File: src/rtl/alu_pkg.sv
// Shared ALU types, constants and flag derivation used by the ALU pipeline stages.
package alu_pkg;

  // Flag word, packed MSB first so it maps directly onto {N, Z, C, V}.
  typedef struct packed {
    logic n;
    logic z;
    logic c;
    logic v;
  } banderas_t;

  // seleccion[3:2] value identifying the arithmetic operation class.
  localparam logic [1:0] CLASE_ARIT = 2'b00;

  // Bit positions of each flag inside a banderas_t word.
  localparam int BIT_N = 3;
  localparam int BIT_Z = 2;
  localparam int BIT_C = 1;
  localparam int BIT_V = 0;

  // Build the flag word from the result MSB, a zero indication and the raw
  // carry/overflow bits. Carry and overflow only mean something for the
  // arithmetic class, so they are masked for logic/shift operations.
  function automatic banderas_t derivar_banderas(
    input logic       msb,
    input logic       cero,
    input logic       carry,
    input logic       overflow,
    input logic [3:0] seleccion
  );
    banderas_t b;
    logic      arit;
    arit = (seleccion[3:2] == CLASE_ARIT);
    b.n  = msb;
    b.z  = cero;
    b.c  = carry & arit;
    b.v  = overflow & arit;
    return b;
  endfunction

endpackage

File: src/rtl/contador_saturado.sv
// Saturating up-counter with a synchronous clear that wins over increment.
module contador_saturado #(
  parameter int ANCHO_CNT = 8
) (
  input  logic                 clk,
  input  logic                 rst,
  input  logic                 borrar,
  input  logic                 inc,
  output logic [ANCHO_CNT-1:0] cuenta
);

  localparam logic [ANCHO_CNT-1:0] MAXIMO = '1;

  logic [ANCHO_CNT-1:0] cuenta_reg;
  logic [ANCHO_CNT-1:0] cuenta_next;

  // Next count: clear first, otherwise step up unless already at the top.
  always_comb begin
    cuenta_next = cuenta_reg;
    if (borrar) begin
      cuenta_next = '0;
    end else if (inc && (cuenta_reg != MAXIMO)) begin
      cuenta_next = cuenta_reg + ANCHO_CNT'(1);
    end
  end

  // Count register.
  always_ff @(posedge clk or posedge rst) begin
    if (rst) begin
      cuenta_reg <= '0;
    end else begin
      cuenta_reg <= cuenta_next;
    end
  end

  assign cuenta = cuenta_reg;

endmodule

File: src/rtl/registro_banderas.sv
// Registered ALU result and flag stage with a one-entry valid/ready output
// register, a sticky overflow flag and a saturating overflow event counter.
module registro_banderas
  import alu_pkg::*;
#(
  parameter int ANCHO     = 4,
  parameter int ANCHO_CNT = 8
) (
  input  logic                 clk,
  input  logic                 rst,
  input  logic [ANCHO-1:0]     resultado,
  input  logic                 carry,
  input  logic                 overflow,
  input  logic [3:0]           seleccion,
  input  logic                 in_valid,
  output logic                 in_ready,
  output logic [ANCHO-1:0]     out_resultado,
  output logic [3:0]           out_banderas,
  output logic                 out_valid,
  input  logic                 out_ready,
  input  logic                 borrar,
  output logic                 v_pegajoso,
  output logic [ANCHO_CNT-1:0] cnt_overflow
);

  logic             aceptar;
  logic             entregar;
  logic             cero;
  logic             v_entrada;
  logic [ANCHO-1:0] algun_uno;

  logic [ANCHO-1:0] resultado_reg, resultado_next;
  banderas_t        banderas_reg, banderas_next;
  logic             valid_reg, valid_next;
  logic             pegajoso_reg, pegajoso_next;

  // The single output slot can take a new entry when empty or being drained.
  assign in_ready = !valid_reg || out_ready;
  assign aceptar  = in_valid && in_ready;
  assign entregar = valid_reg && out_ready;

  // Zero detect as an OR chain across the result bits.
  assign algun_uno[0] = resultado[0];
  generate
    for (genvar gi = 1; gi < ANCHO; gi++) begin : g_cero
      assign algun_uno[gi] = algun_uno[gi-1] | resultado[gi];
    end
  endgenerate
  assign cero = ~algun_uno[ANCHO-1];

  assign banderas_next = derivar_banderas(resultado[ANCHO-1], cero, carry,
                                          overflow, seleccion);
  assign v_entrada = banderas_next[BIT_V];

  // Output slot next state: load on accept, empty on give alone, else hold.
  always_comb begin
    resultado_next = resultado_reg;
    valid_next     = valid_reg;
    if (aceptar) begin
      resultado_next = resultado;
      valid_next     = 1'b1;
    end else if (entregar) begin
      valid_next     = 1'b0;
    end
  end

  // Sticky overflow: clear wins over a simultaneous overflow accept.
  always_comb begin
    pegajoso_next = pegajoso_reg;
    if (borrar) begin
      pegajoso_next = 1'b0;
    end else if (aceptar && v_entrada) begin
      pegajoso_next = 1'b1;
    end
  end

  // Output register; flags load only together with their result.
  always_ff @(posedge clk or posedge rst) begin
    if (rst) begin
      resultado_reg <= '0;
      banderas_reg  <= '0;
      valid_reg     <= 1'b0;
      pegajoso_reg  <= 1'b0;
    end else begin
      resultado_reg <= resultado_next;
      valid_reg     <= valid_next;
      pegajoso_reg  <= pegajoso_next;
      if (aceptar) begin
        banderas_reg <= banderas_next;
      end
    end
  end

  contador_saturado #(
    .ANCHO_CNT (ANCHO_CNT)
  ) u_contador (
    .clk    (clk),
    .rst    (rst),
    .borrar (borrar),
    .inc    (aceptar && v_entrada),
    .cuenta (cnt_overflow)
  );

  assign out_resultado = resultado_reg;
  assign out_banderas  = banderas_reg;
  assign out_valid     = valid_reg;
  assign v_pegajoso    = pegajoso_reg;

endmodule

File: config.mk
export PLATFORM = sky130hd
export DESIGN_NAME = registro_banderas
export DESIGN_NICKNAME = d
export VERILOG_FILES = /design/src/rtl/alu_pkg.sv /design/src/rtl/contador_saturado.sv /design/src/rtl/registro_banderas.sv
export SDC_FILE = /design/constraint.sdc
export NUM_CORES = 1
export LEC_CHECK = 0
export ABC_CLOCK_PERIOD_IN_PS = 1500
export CORE_ASPECT_RATIO = 1.1
export CORE_UTILIZATION = 37
export CTS_CLUSTER_SIZE = 28
export DETAILED_ROUTE_END_ITERATION = 7
export PLACE_DENSITY = 0.72
export RECOVER_POWER = 25
export SETUP_SLACK_MARGIN = 0.5
export SLEW_MARGIN = 30
export SYNTH_ARGS = -nofsm -noshare
export SYNTH_HDL_FRONTEND = slang
export SYNTH_SLANG_ARGS = --single-unit
File: constraint.sdc
create_clock -name clk -period 1.5 [get_ports clk]
set_input_delay 0.15 -clock clk [delete_from_list [all_inputs] [get_ports clk]]
set_output_delay 0.15 -clock clk [all_outputs]
set_load 0.005 [all_outputs]
==> metrics.md, run 1 <==
| Metric | Value |
|---|---|
| Synthesized area per cell | `10.7 sq um` |
| Initial DRC count | `28` |
| Fmax | `667 MHz` |
| CTS H-tree depth | `1` |
| Die Ht | `51.5 um` |
| Prevailing post-synth register cell | `dfrtp_1` |
| PnR Total Power | `0.000974 W` |
| Row Count | `17` |
| Grt ovf | `0` |
| Peak supply drop | `0.000609 V` |
| Syn-to-layout area delta | `88.3%` |
| Vias in the first global route | `826` |
| Commonest cells in the netlist | `17 x dfrtp_1, 9 x a21oi_1, 9 x nand2_1` |
| First-pass GRT wire length | `3890 um` |
| Status | `complete, no violations` |
| Worst hold path cell count | `4` |
| CP Capture Type | `register` |
| CP peak stage delay | `0.47 ns` |
| Detail Route Antenna Nets | `0` |
| RSZ-0062 raised after global routing | `true` |
| Worst Setup SP | `u_contador.cuenta[0]` |
| Fillers | `152` |
| Register area | `425 sq um` |
| Max reg flops | `8` |
| Critical-path maximum fanout | `4` |
| WL per Instance | `15.0 um` |
| Worst path slowest cell | `or4_4` |
| Worst-path clk slew | `0.10 ns` |
| Worst Skew | `0.00738 ns` |
| Yosys reg bits | `17` |
| Worst Tran Pin Value | `0.930 ns` |
| Number of flops mapped to enable cells by yosys | `0` |
| Maxcap violations | `0` |
| Most common cell in the netlist | `dfrtp_1` |
| Total number of vias | `896` |
| R2R cell count | `5` |
| Met1 Track Usage GR | `29.8%` |
| Vias/cell | `5.27` |
| Post-route clock period utilization | `99.9%` |
| Post-synthesis cell count | `77` |
| Initial core utilization | `40.3%` |
| Max transition margin | `38.0%` |
| Largest cells by area after synthesis | `dfrtp_1 52%, a21oi_1 5.5%, mux2_2 5.5%, or4_1 5.5%, nand2_1 4.1%` |
| CTS Buf Count | `3` |
| Critical path type | `reg2reg` |
| R2r setup slk | `0.001 ns` |
| Min Tclk post-route | `1.50 ns` |
| Pleak | `0.703 nW` |
| Top Ports | `34` |
| Initial antenna violation count | `0` |
| DRT Wirelength | `2560 um` |
| RR Endpoint | `u_contador.cuenta[5]` |
| Final instance count without filler cells | `170` |
| Met3 Use GR | `2.12%` |
| Final setup violation count | `0` |
| Hold_buf cts | `0` |
| Clock tree root driver cell | `clkbuf_4` |
| Worst-Skew Late Latency | `0.29 ns` |
| Share of layout cells above drive strength 1 | `56.3%` |
| Synth top area share | `51.7%` |
| Fin nets | `159` |
| Mapped Nets | `93` |
| Yosys warns | `0` |
| Clock Path Buffers | `2` |
| DRC Markers | `0` |
| Data arrival, critical path | `1.73 ns` |
| Placed Cells | `145` |
| Power Density | `628 nW/um^2` |
| CTS tree | `done` |
| Final Max Tran Viols | `0` |
| Seq/Total Area, Yosys | `51.7%` |
| Hold slack | `0.218 ns` |
| Final Wtd Congestion | `0.865` |
| Startpoint types | `register` |
| Final core utilization | `75.9%` |
| Pin count of the biggest net entering global routing | `18` |
| HP Class | `in2reg` |
| Die Span X | `47.0 um` |
| Die ar. | `2420 sq um` |
| DR pass1 iterations | `4` |
| Yosys top cell by area | `dfrtp_1` |
| Core Region | `2040 sq um` |
| Synth Cell Area | `823 sq um` |
| Worst R2R Start | `u_contador.cuenta[0]` |
| Overall Global Routing Usage | `22.9%` |
| ANT cells | `0` |
| Post-synth cell types | `25` |
| CP Capture Point | `u_contador.cuenta[5]` |
| Critical Path RT | `1.73 ns` |
| DP Wirelength | `1490 um` |
| Hold Vio Cnt, Final | `0` |
| GR peak layer | `met2` |
| Crit path cell chain | `buf_6 -> and4_4 -> nand2_2 -> or4_4 -> a21oi_2` |
| Asr flop ratio synth | `100%` |
| Clk sinks | `17` |
| M2 GR Usage | `38.7%` |
| Port Buf Inserts | `31` |
| Multi-input gate area | `492 sq um` |
## where the power goes
group | internal, W | leakage [nW] | switching, W | total (W)
sequential | 0.000483 | 0.224 | 0.0000173 | 0.000500
combinational | 0.000137 | 0.461 | 0.0000917 | 0.000228
clock | 0.0000992 | 0.0177 | 0.000146 | 0.000245
## worst min path at each step
stage	from	end
after floorplan	rst	out_banderas[0]
after global placement	out_banderas[0]	out_banderas[0]
after detailed placement	rst	u_contador.cuenta[3]
after CTS	rst	out_resultado[2]
after global routing	seleccion[3]	out_banderas[1]
final	seleccion[3]	out_banderas[1]
## metrics by stage
step	setup TNS (ns)	area [sq um]	setup WS [ns]
2_1_floorplan	0	872	0.0567
3_3_place_gp	-1.12	1280	-0.178
3_5_place_dp	-1.50	1280	-0.214
4_1_cts	-0.0274	1430	-0.0122
5_1_grt	-0.135	1550	-0.0658
6_report	0	1550	0.00128
## per-layer routing
layer | share of wire [%] | wire [um] | up-vias
met5 | 0 | 0 | -
met4 | 0.59 | 15 | 0
met3 | 5.4 | 138 | 2
met2 | 52 | 1320 | 41
met1 | 42 | 1080 | 427
li1 | - | - | 426
## cells by family after synthesis
logic type,after synthesis,synth area share (%)
buffers and inverters,7,4.71
flip-flops,17,51.7
AND/OR/NAND/NOR,29,22.9
adder cells (fa/ha/maj),1,1.52
AO/OA/AOI/OAI,19,13.7
multiplexers,4,5.47
## area by class of cell
type                    count  area share [%]
inverters                   3           0.726
clock buffers               3            1.45
well taps                  28            2.26
repair buffers             64            36.1
flip-flops and latches     17            27.4
clock inverters             1           0.323
multi-input cells          54            31.7
## worst max-delay path, delay by kind of cell, from the launching register on
family / cells / cell delay (ns)
flops: 1 / 0.42
simple gates: 3 / 0.74
compound gates: 1 / 0.14
buf+inv: 1 / 0.13
## placed cells by master, fill, tap and decap left out
master / Yosys / layout
a21oi_1: 9 / 8
a21oi_2: 0 / 1
and2_4: 0 / 1
and4_4: 0 / 1
buf_2: 1 / 12
buf_4: 1 / 16
buf_6: 1 / 22
clkbuf_1: 0 / 1
clkbuf_2: 0 / 1
clkbuf_4: 0 / 3
clkdlybuf4s50_1: 0 / 10
clkinv_2: 0 / 1
dfrtp_1: 17 / 17
dlygate4sd3_1: 0 / 1
dlymetal6s2s_1: 0 / 1
ha_4: 0 / 1
inv_1: 3 / 3
mux2_4: 0 / 4
nand2_1: 9 / 2
nand2_2: 0 / 6
nand2_8: 0 / 1
nand2b_1: 1 / 1
nand2b_4: 0 / 1
nand3_1: 3 / 2
nand3_2: 0 / 1
nand4_1: 1 / 1
nand4_4: 1 / 2
nor2_2: 0 / 1
nor2_4: 1 / 1
o21ai_0: 4 / 2
o21ai_1: 0 / 2
o31ai_1: 4 / 3
o31ai_4: 0 / 1
o41ai_2: 0 / 2
or3_1: 2 / 2
or3b_1: 1 / 1
or4_1: 6 / 5
or4_4: 0 / 1
## what timing repair did
item | in CTS | in global routing
pin swaps | 7 | 10
gates resized for setup | 95 | 20
setup endpoints to repair | 35 | 34
buffers inserted | 11 | 9
cloned | 1 | 0
Note: power is estimated with default switching activity, not from simulation.
==> run 2, diff against run 1 <==
==> constraint.sdc (replaced) <==
create_clock -name clk -period 1.5 [get_ports clk]
set_input_delay 0.3 -clock clk [delete_from_list [all_inputs] [get_ports clk]]
set_output_delay 0.3 -clock clk [all_outputs]
set_load 0.005 [all_outputs]
==> run 2 against run 1 <==
  * Cell area is 8.4% higher
  * The run now ends with setup timing left
  * Register-to-register slack worse by 0.08 ns
  * Count of clock-buffer cells in the layout is 1 higher
  * Sequential share of layout area is 2.0 points lower
  * Die area stayed put
  * Maximum frequency is 4.9% lower
  * Non-clock buffer count is 9 higher
  * Wire length is 19% higher
==> metrics.md, run 2 (synthesis results as in run 1) <==
| Metric | Value |
|---|---|
| Overall Global Routing Usage | `26.0% (+3.0 points)` |
| Hold path start | `resultado[0]` |
| Buffer and inverter count on the worst path | `2 (+1)` |
| Initial antenna violation count | `0 (unchanged)` |
| Row Count | `17 (unchanged)` |
| Setup TNS | `-0.168 ns (-0.168 ns)` |
| Maxcap violations | `0 (unchanged)` |
| Worst path slowest cell | `dfrtp_1` |
| Fmax | `635 MHz (-4.9%)` |
| Worst hold path cell count | `2 (-2)` |
| Grt ovf | `0 (unchanged)` |
| Fillers | `132 (-13%)` |
| DRT Wirelength | `3030 um (+19%)` |
| Pleak | `0.782 nW (+11%)` |
| CTS H-tree depth | `1 (unchanged)` |
| DR pass1 iterations | `4 (unchanged)` |
| Die ar. | `2420 sq um (unchanged)` |
| Power Density | `567 nW/um^2 (-9.8%)` |
| Worst-Skew Late Latency | `0.29 ns (about the same)` |
| Critical-path maximum fanout | `7 (+3)` |
| CTS Buf Count | `3 (unchanged)` |
| CP Capture Type | `register` |
| Max reg flops | `8 (unchanged)` |
| DP Wirelength | `1540 um (+2.8%)` |
| WHS Endpoint | `out_resultado[0]` |
| Critical Path RT | `1.65 ns (-0.08 ns)` |
| Final WS setup | `-0.0751 ns (-0.0764 ns)` |
| Peak supply drop | `0.000581 V (-4.6%)` |
| Worst-path clk slew | `0.10 ns (about the same)` |
| Crit path cell chain | `ha_4 -> nand3_2 -> nor2_4 -> buf_6 -> buf_4 -> o31ai_2 -> a21oi_2` |
| RR Endpoint | `u_contador.cuenta[4]` |
| ANT cells | `0 (unchanged)` |
| Die Ht | `51.5 um (unchanged)` |
| Most frequent cells in the layout | `26 x buf_4, 21 x buf_6, 15 x dfrtp_1` |
| Initial core utilization | `40.3% (unchanged)` |
| First-pass GRT wire length | `4410 um (+13%)` |
| Core Region | `2040 sq um (unchanged)` |
| Syn-to-layout area delta | `104%` |
| Post-route clock period utilization | `105% (+5.1 points)` |
| R2r setup slk | `-0.08 ns (-0.08 ns)` |
| Final Max Tran Viols | `0 (unchanged)` |
| Fin nets | `168 (+5.7%)` |
| Final setup violation count | `5 (+5)` |
| Worst Skew | `0.00637 ns (-0.00101 ns)` |
| Final Wtd Congestion | `0.831 (-4.0%)` |
| Hold Vio Cnt, Final | `0 (unchanged)` |
| WL per Instance | `16.9 um (+13%)` |
| Initial DRC count | `25 (-11%)` |
| Clock Path Buffers | `2 (unchanged)` |
| HP Class | `in2reg` |
| PnR Total Power | `0.000952 W (-2.2%)` |
| Clk sinks | `17 (unchanged)` |
| Top Ports | `34 (unchanged)` |
| Startpoint types | `register` |
| RSZ-0062 raised after global routing | `true` |
| Hold slack | `0.397 ns (+0.179 ns)` |
| DRC Markers | `0 (unchanged)` |
| Detail Route Antenna Nets | `0 (unchanged)` |
| Commonest non-fill, non-tap cell in the layout | `buf_4` |
| Port Buf Inserts | `31 (unchanged)` |
| Die Span X | `47.0 um (unchanged)` |
| Failing checks | `setup timing` |
| Status | `complete, but fails checks` |
| Vias/cell | `5.34 (+1.2%)` |
| CP delay by family, top | `flip-flops` |
| CP peak stage delay | `0.43 ns (-0.04 ns)` |
| Critical path type | `reg2reg` |
| Total number of vias | `955 (+6.6%)` |
| Vias in the first global route | `953 (+15%)` |
| Clock tree root driver cell | `clkbuf_4` |
| Data arrival, critical path | `1.73 ns (about the same)` |
| Min Tclk post-route | `1.58 ns (+0.0764 ns)` |
| Setup Slack @ Placement | `-0.346 ns (-0.132 ns)` |
| Share of layout cells above drive strength 1 | `66.2% (+9.9 points)` |
| Worst R2R Start | `u_contador.cuenta[1]` |
| R2R cell count | `7 (+2)` |
| CTS tree | `done` |
| Worst Tran Pin Value | `0.919 ns (-0.0112 ns)` |
| Hold_buf cts | `0 (unchanged)` |
| Pin count of the biggest net entering global routing | `18 (unchanged)` |
| Max transition margin | `38.7% (+0.75 points)` |
-- run 2: layout make-up --
cell class	instances	area, sq um	share of cell area [%]
Clock buffer	4	26.3	1.56
Inverter	3	11.3	0.670
Multi-Input combinational cell	54	564	33.6
Sequential cell	17	428	25.5
Tap cell	28	35.0	2.08
Timing Repair Buffer	73	616	36.6
-- run 2: where the power goes --
| group | total, W | internal [W] | switching, W |
|---|---|---|---|
| combinational | 0.000212 | 0.000124 | 0.0000872 |
| sequential | 0.000499 | 0.000482 | 0.0000163 |
| clock | 0.000242 | 0.000103 | 0.000139 |
-- run 2: worst max path at each step --
stage          slack, ns                 start                    to  cells past startpoint
2_1_floorplan       0.06  u_contador.cuenta[0]  u_contador.cuenta[4]                      5
3_3_place_gp       -0.30          seleccion[3]  u_contador.cuenta[1]                      6
4_1_cts           -0.001  u_contador.cuenta[0]  u_contador.cuenta[5]                      5
3_5_place_dp       -0.35          seleccion[3]  u_contador.cuenta[7]                      5
5_1_grt             -0.1  u_contador.cuenta[1]  u_contador.cuenta[4]                      7
6_report           -0.08  u_contador.cuenta[1]  u_contador.cuenta[4]                      7
-- run 2: layer usage --
metal	up-vias	wire length (um)	global-route usage [%]	share of wire, %
met1	463	1130	29.7	37
met5	-	0	0	0
li1	435	-	-	-
met3	6	165	3.89	5.4
met2	51	1680	45.6	55
met4	0	59	11.9	1.9
-- run 2: what timing repair did --
item                                    in CTS  in global routing
endpoints found under the setup margin      35                 35
pin swaps                                   19                 13
cloned                                       1                  0
setup buffers                               18                  9
resized for setup                          111                 23
-- run 2: worst reg2reg max path, cell delays in order, from the launching register on --
cell,delay [ns]
dfrtp_1,0.43
ha_4,0.19
nand3_2,0.10
nor2_4,0.06
buf_6,0.13
buf_4,0.14
o31ai_2,0.30
a21oi_2,0.11
-- run 2: through the flow --
stage	util (%)	area (sq um)	std cells
global placement	63.5	1300	147
finish	82.3	1680	179
CTS	74.9	1530	170
global route	82.3	1680	179
detailed placement	63.5	1300	147
floorplan	-	872	77
==> run 3, diff against run 2 <==
RECOVER_POWER = default   (was 25)
==> run 3 against run 2 <==
  * Sequential share of layout area fell by 0.057 points
  * Maximum frequency fell by 0.17%
  * Largest cell class unchanged
  * Global-route usage did not move
  * Non-clock buffer count did not move
  * Critical endpoint unchanged
  * The run still ends with setup timing left
  * Clock power barely moved
==> metrics.md, run 3 (synthesis results as in run 1) <==
| Metric | Value |
|---|---|
| Status | `complete, but fails checks` |
| Failing checks | `setup timing` |
| Clk pwr share | `25.6% (+0.2 points)` |
| Vias in the first global route | `953 (unchanged)` |
| Initial core utilization | `40.3% (unchanged)` |
| Grt ovf | `0 (unchanged)` |
| Placed Cells | `147 (unchanged)` |
| DP Wirelength | `1540 um (unchanged)` |
| DRC Markers | `0 (unchanged)` |
| Fin nets | `168 (unchanged)` |
| CTS Buf Count | `3 (unchanged)` |
| Detail Route Antenna Nets | `0 (unchanged)` |
| Gate power share | `22.2% (about the same)` |
| Pin count of the biggest net entering global routing | `18 (unchanged)` |
| Startpoint types | `register` |
| Post-route clock period utilization | `105% (+0.18 points)` |
| Worst-Skew Late Latency | `0.29 ns (about the same)` |
| Multi-input gate area | `564 sq um (unchanged)` |
| Initial DRC count | `25 (unchanged)` |
| Die Ht | `51.5 um (unchanged)` |
| Data arrival, critical path | `1.73 ns (about the same)` |
| Critical path type | `reg2reg` |
| First-pass GRT wire length | `4410 um (unchanged)` |
| Final setup violation count | `5 (unchanged)` |
| DRT Wirelength | `3050 um (+0.53%)` |
| Initial antenna violation count | `0 (unchanged)` |
| Critical-path maximum fanout | `7 (unchanged)` |
| Power Density | `568 nW/um^2 (+0.23%)` |
| Clk sinks | `17 (unchanged)` |
| Clock Path Buffers | `2 (unchanged)` |
| Total number of vias | `955 (unchanged)` |
| Final Wtd Congestion | `0.831 (unchanged)` |
| DR pass1 iterations | `4 (unchanged)` |
| CP Capture Type | `register` |
| Core Region | `2040 sq um (unchanged)` |
| Net Switching | `0.000245 W (+1.3%)` |
| Overall Global Routing Usage | `26.0% (unchanged)` |
| Row Count | `17 (unchanged)` |
| Share of layout cells above drive strength 1 | `66.9% (+0.66 points)` |
| Final WS setup | `-0.0779 ns (-0.00275 ns)` |
| Final Max Tran Viols | `0 (unchanged)` |
| Top Ports | `34 (unchanged)` |
| Worst Setup SP | `u_contador.cuenta[1]` |
| RSZ-0062 raised after global routing | `true` |
| Hold Vio Cnt, Final | `0 (unchanged)` |
| Hold_buf cts | `0 (unchanged)` |
| Die ar. | `2420 sq um (unchanged)` |
| Fillers | `130 (-1.5%)` |
| Peak supply drop | `0.000583 V (+0.31%)` |
| HP Class | `in2async` |
| Hold slack | `0.363 ns (-0.0338 ns)` |
| Vias/cell | `5.34 (unchanged)` |
| Register area | `428 sq um (unchanged)` |
| Worst-path clk slew | `0.10 ns (about the same)` |
| Max reg flops | `8 (unchanged)` |
| Most frequent cells in the layout | `27 x buf_4, 21 x buf_6, 15 x dfrtp_1` |
| Internal | `0.000711 W (+0.18%)` |
| Syn-to-layout area delta | `105%` |
| WL per Instance | `17.0 um (+0.53%)` |
| Die Span X | `47.0 um (unchanged)` |
| Worst R2R Start | `u_contador.cuenta[1]` |
| Clock tree root driver cell | `clkbuf_4` |
| CTS tree | `done` |
| Commonest non-fill, non-tap cell in the layout | `buf_4` |
| Fmax | `634 MHz (-0.17%)` |
| Min Tclk post-route | `1.58 ns (+0.00275 ns)` |
| Max transition margin | `68.7% (+30 points)` |
| Seq pwr share | `52.1% (-0.3 points)` |
| Port Buf Inserts | `31 (unchanged)` |
| Sw Share | `25.7% (+0.20 points)` |
| Critical Path RT | `1.65 ns (about the same)` |
| CTS H-tree depth | `1 (unchanged)` |
| Pleak | `0.786 nW (+0.46%)` |
| Final instance count without filler cells | `179 (unchanged)` |
| Worst Tran Pin Value | `0.468 ns (-0.451 ns)` |
| Maxcap violations | `0 (unchanged)` |
| ANT cells | `0 (unchanged)` |
| Worst Skew | `0.00920 ns (+0.00282 ns)` |
## run 3: cell types whose count changed in the layout (fill, tap and decap cells not counted)
cell / delta
buf_4: +1
clkbuf_1: -1
## run 3: power groups by stage
stage	clock, W	combinational [W]	sequential, W
2_1_floorplan	0	0.0000679	0.000508
3_3_place_gp	0	0.000189	0.000507
3_5_place_dp	0	0.000191	0.000506
4_1_cts	0.000250	0.000198	0.000498
5_1_grt	0.000266	0.000228	0.000500
6_report	0.000245	0.000213	0.000499
## run 3: worst paths after layout
path	end	slack, ns	cells past startpoint
max in group asynchronous	u_contador.cuenta[2]	0.93	3
min in group clk	out_resultado[0]	0.40	2
worst min-delay path	out_valid	0.36	3
worst max-delay path	u_contador.cuenta[4]	-0.08	7
worst min register to register	v_pegajoso	0.52	2
worst max register to register	u_contador.cuenta[4]	-0.08	7
## run 3: layout make-up
type / count / area share (%)
inverters: 3 / 0.669
clock buffers: 4 / 1.56
well taps: 28 / 2.08
multi-input cells: 54 / 33.5
repair buffers: 73 / 36.8
flip-flops and latches: 17 / 25.4
## run 3: per-layer routing
metal  global-route usage (%)  vias to the layer above  wire length (um)  share of wire [%]
li1                         -                      435                 -                  -
met1                     29.7                      470              1160                 38
met2                     45.6                       44              1690                 55
met3                     3.89                        6               144                4.7
met4                     11.9                        0                59                1.9
met5                        0                        -                 0                  0
## run 3: timing repair
action / in CTS / in global routing
resized for setup: 111 / 23
setup endpoints to repair: 35 / 35
setup buffers: 18 / 9
gates cloned: 1 / 0
endpoints found under the hold margin: 0 / 0
pin swaps: 19 / 13
## run 3: critical path, stage by stage (launching register included)
cell	delay, ns
dfrtp_1	0.43
ha_4	0.19
nand3_2	0.10
nor2_4	0.05
buf_6	0.13
buf_4	0.14
o31ai_2	0.29
a21oi_2	0.11
## run 3: metrics by stage
| stage | utilization, % | TNS (ns) | setup slack, ns | power (W) | area [sq um] |
|---|---|---|---|---|---|
| after floorplan | - | 0 | 0.0567 | 0.000576 | 872 |
| after global placement | 63.5 | -3.19 | -0.301 | 0.000695 | 1300 |
| after detailed placement | 63.5 | -3.53 | -0.346 | 0.000697 | 1300 |
| after CTS | 74.9 | -0.00144 | -0.00144 | 0.000945 | 1530 |
| after global routing | 82.5 | -0.401 | -0.0985 | 0.000995 | 1680 |
| final | 82.5 | -0.204 | -0.0779 | 0.000957 | 1680 |
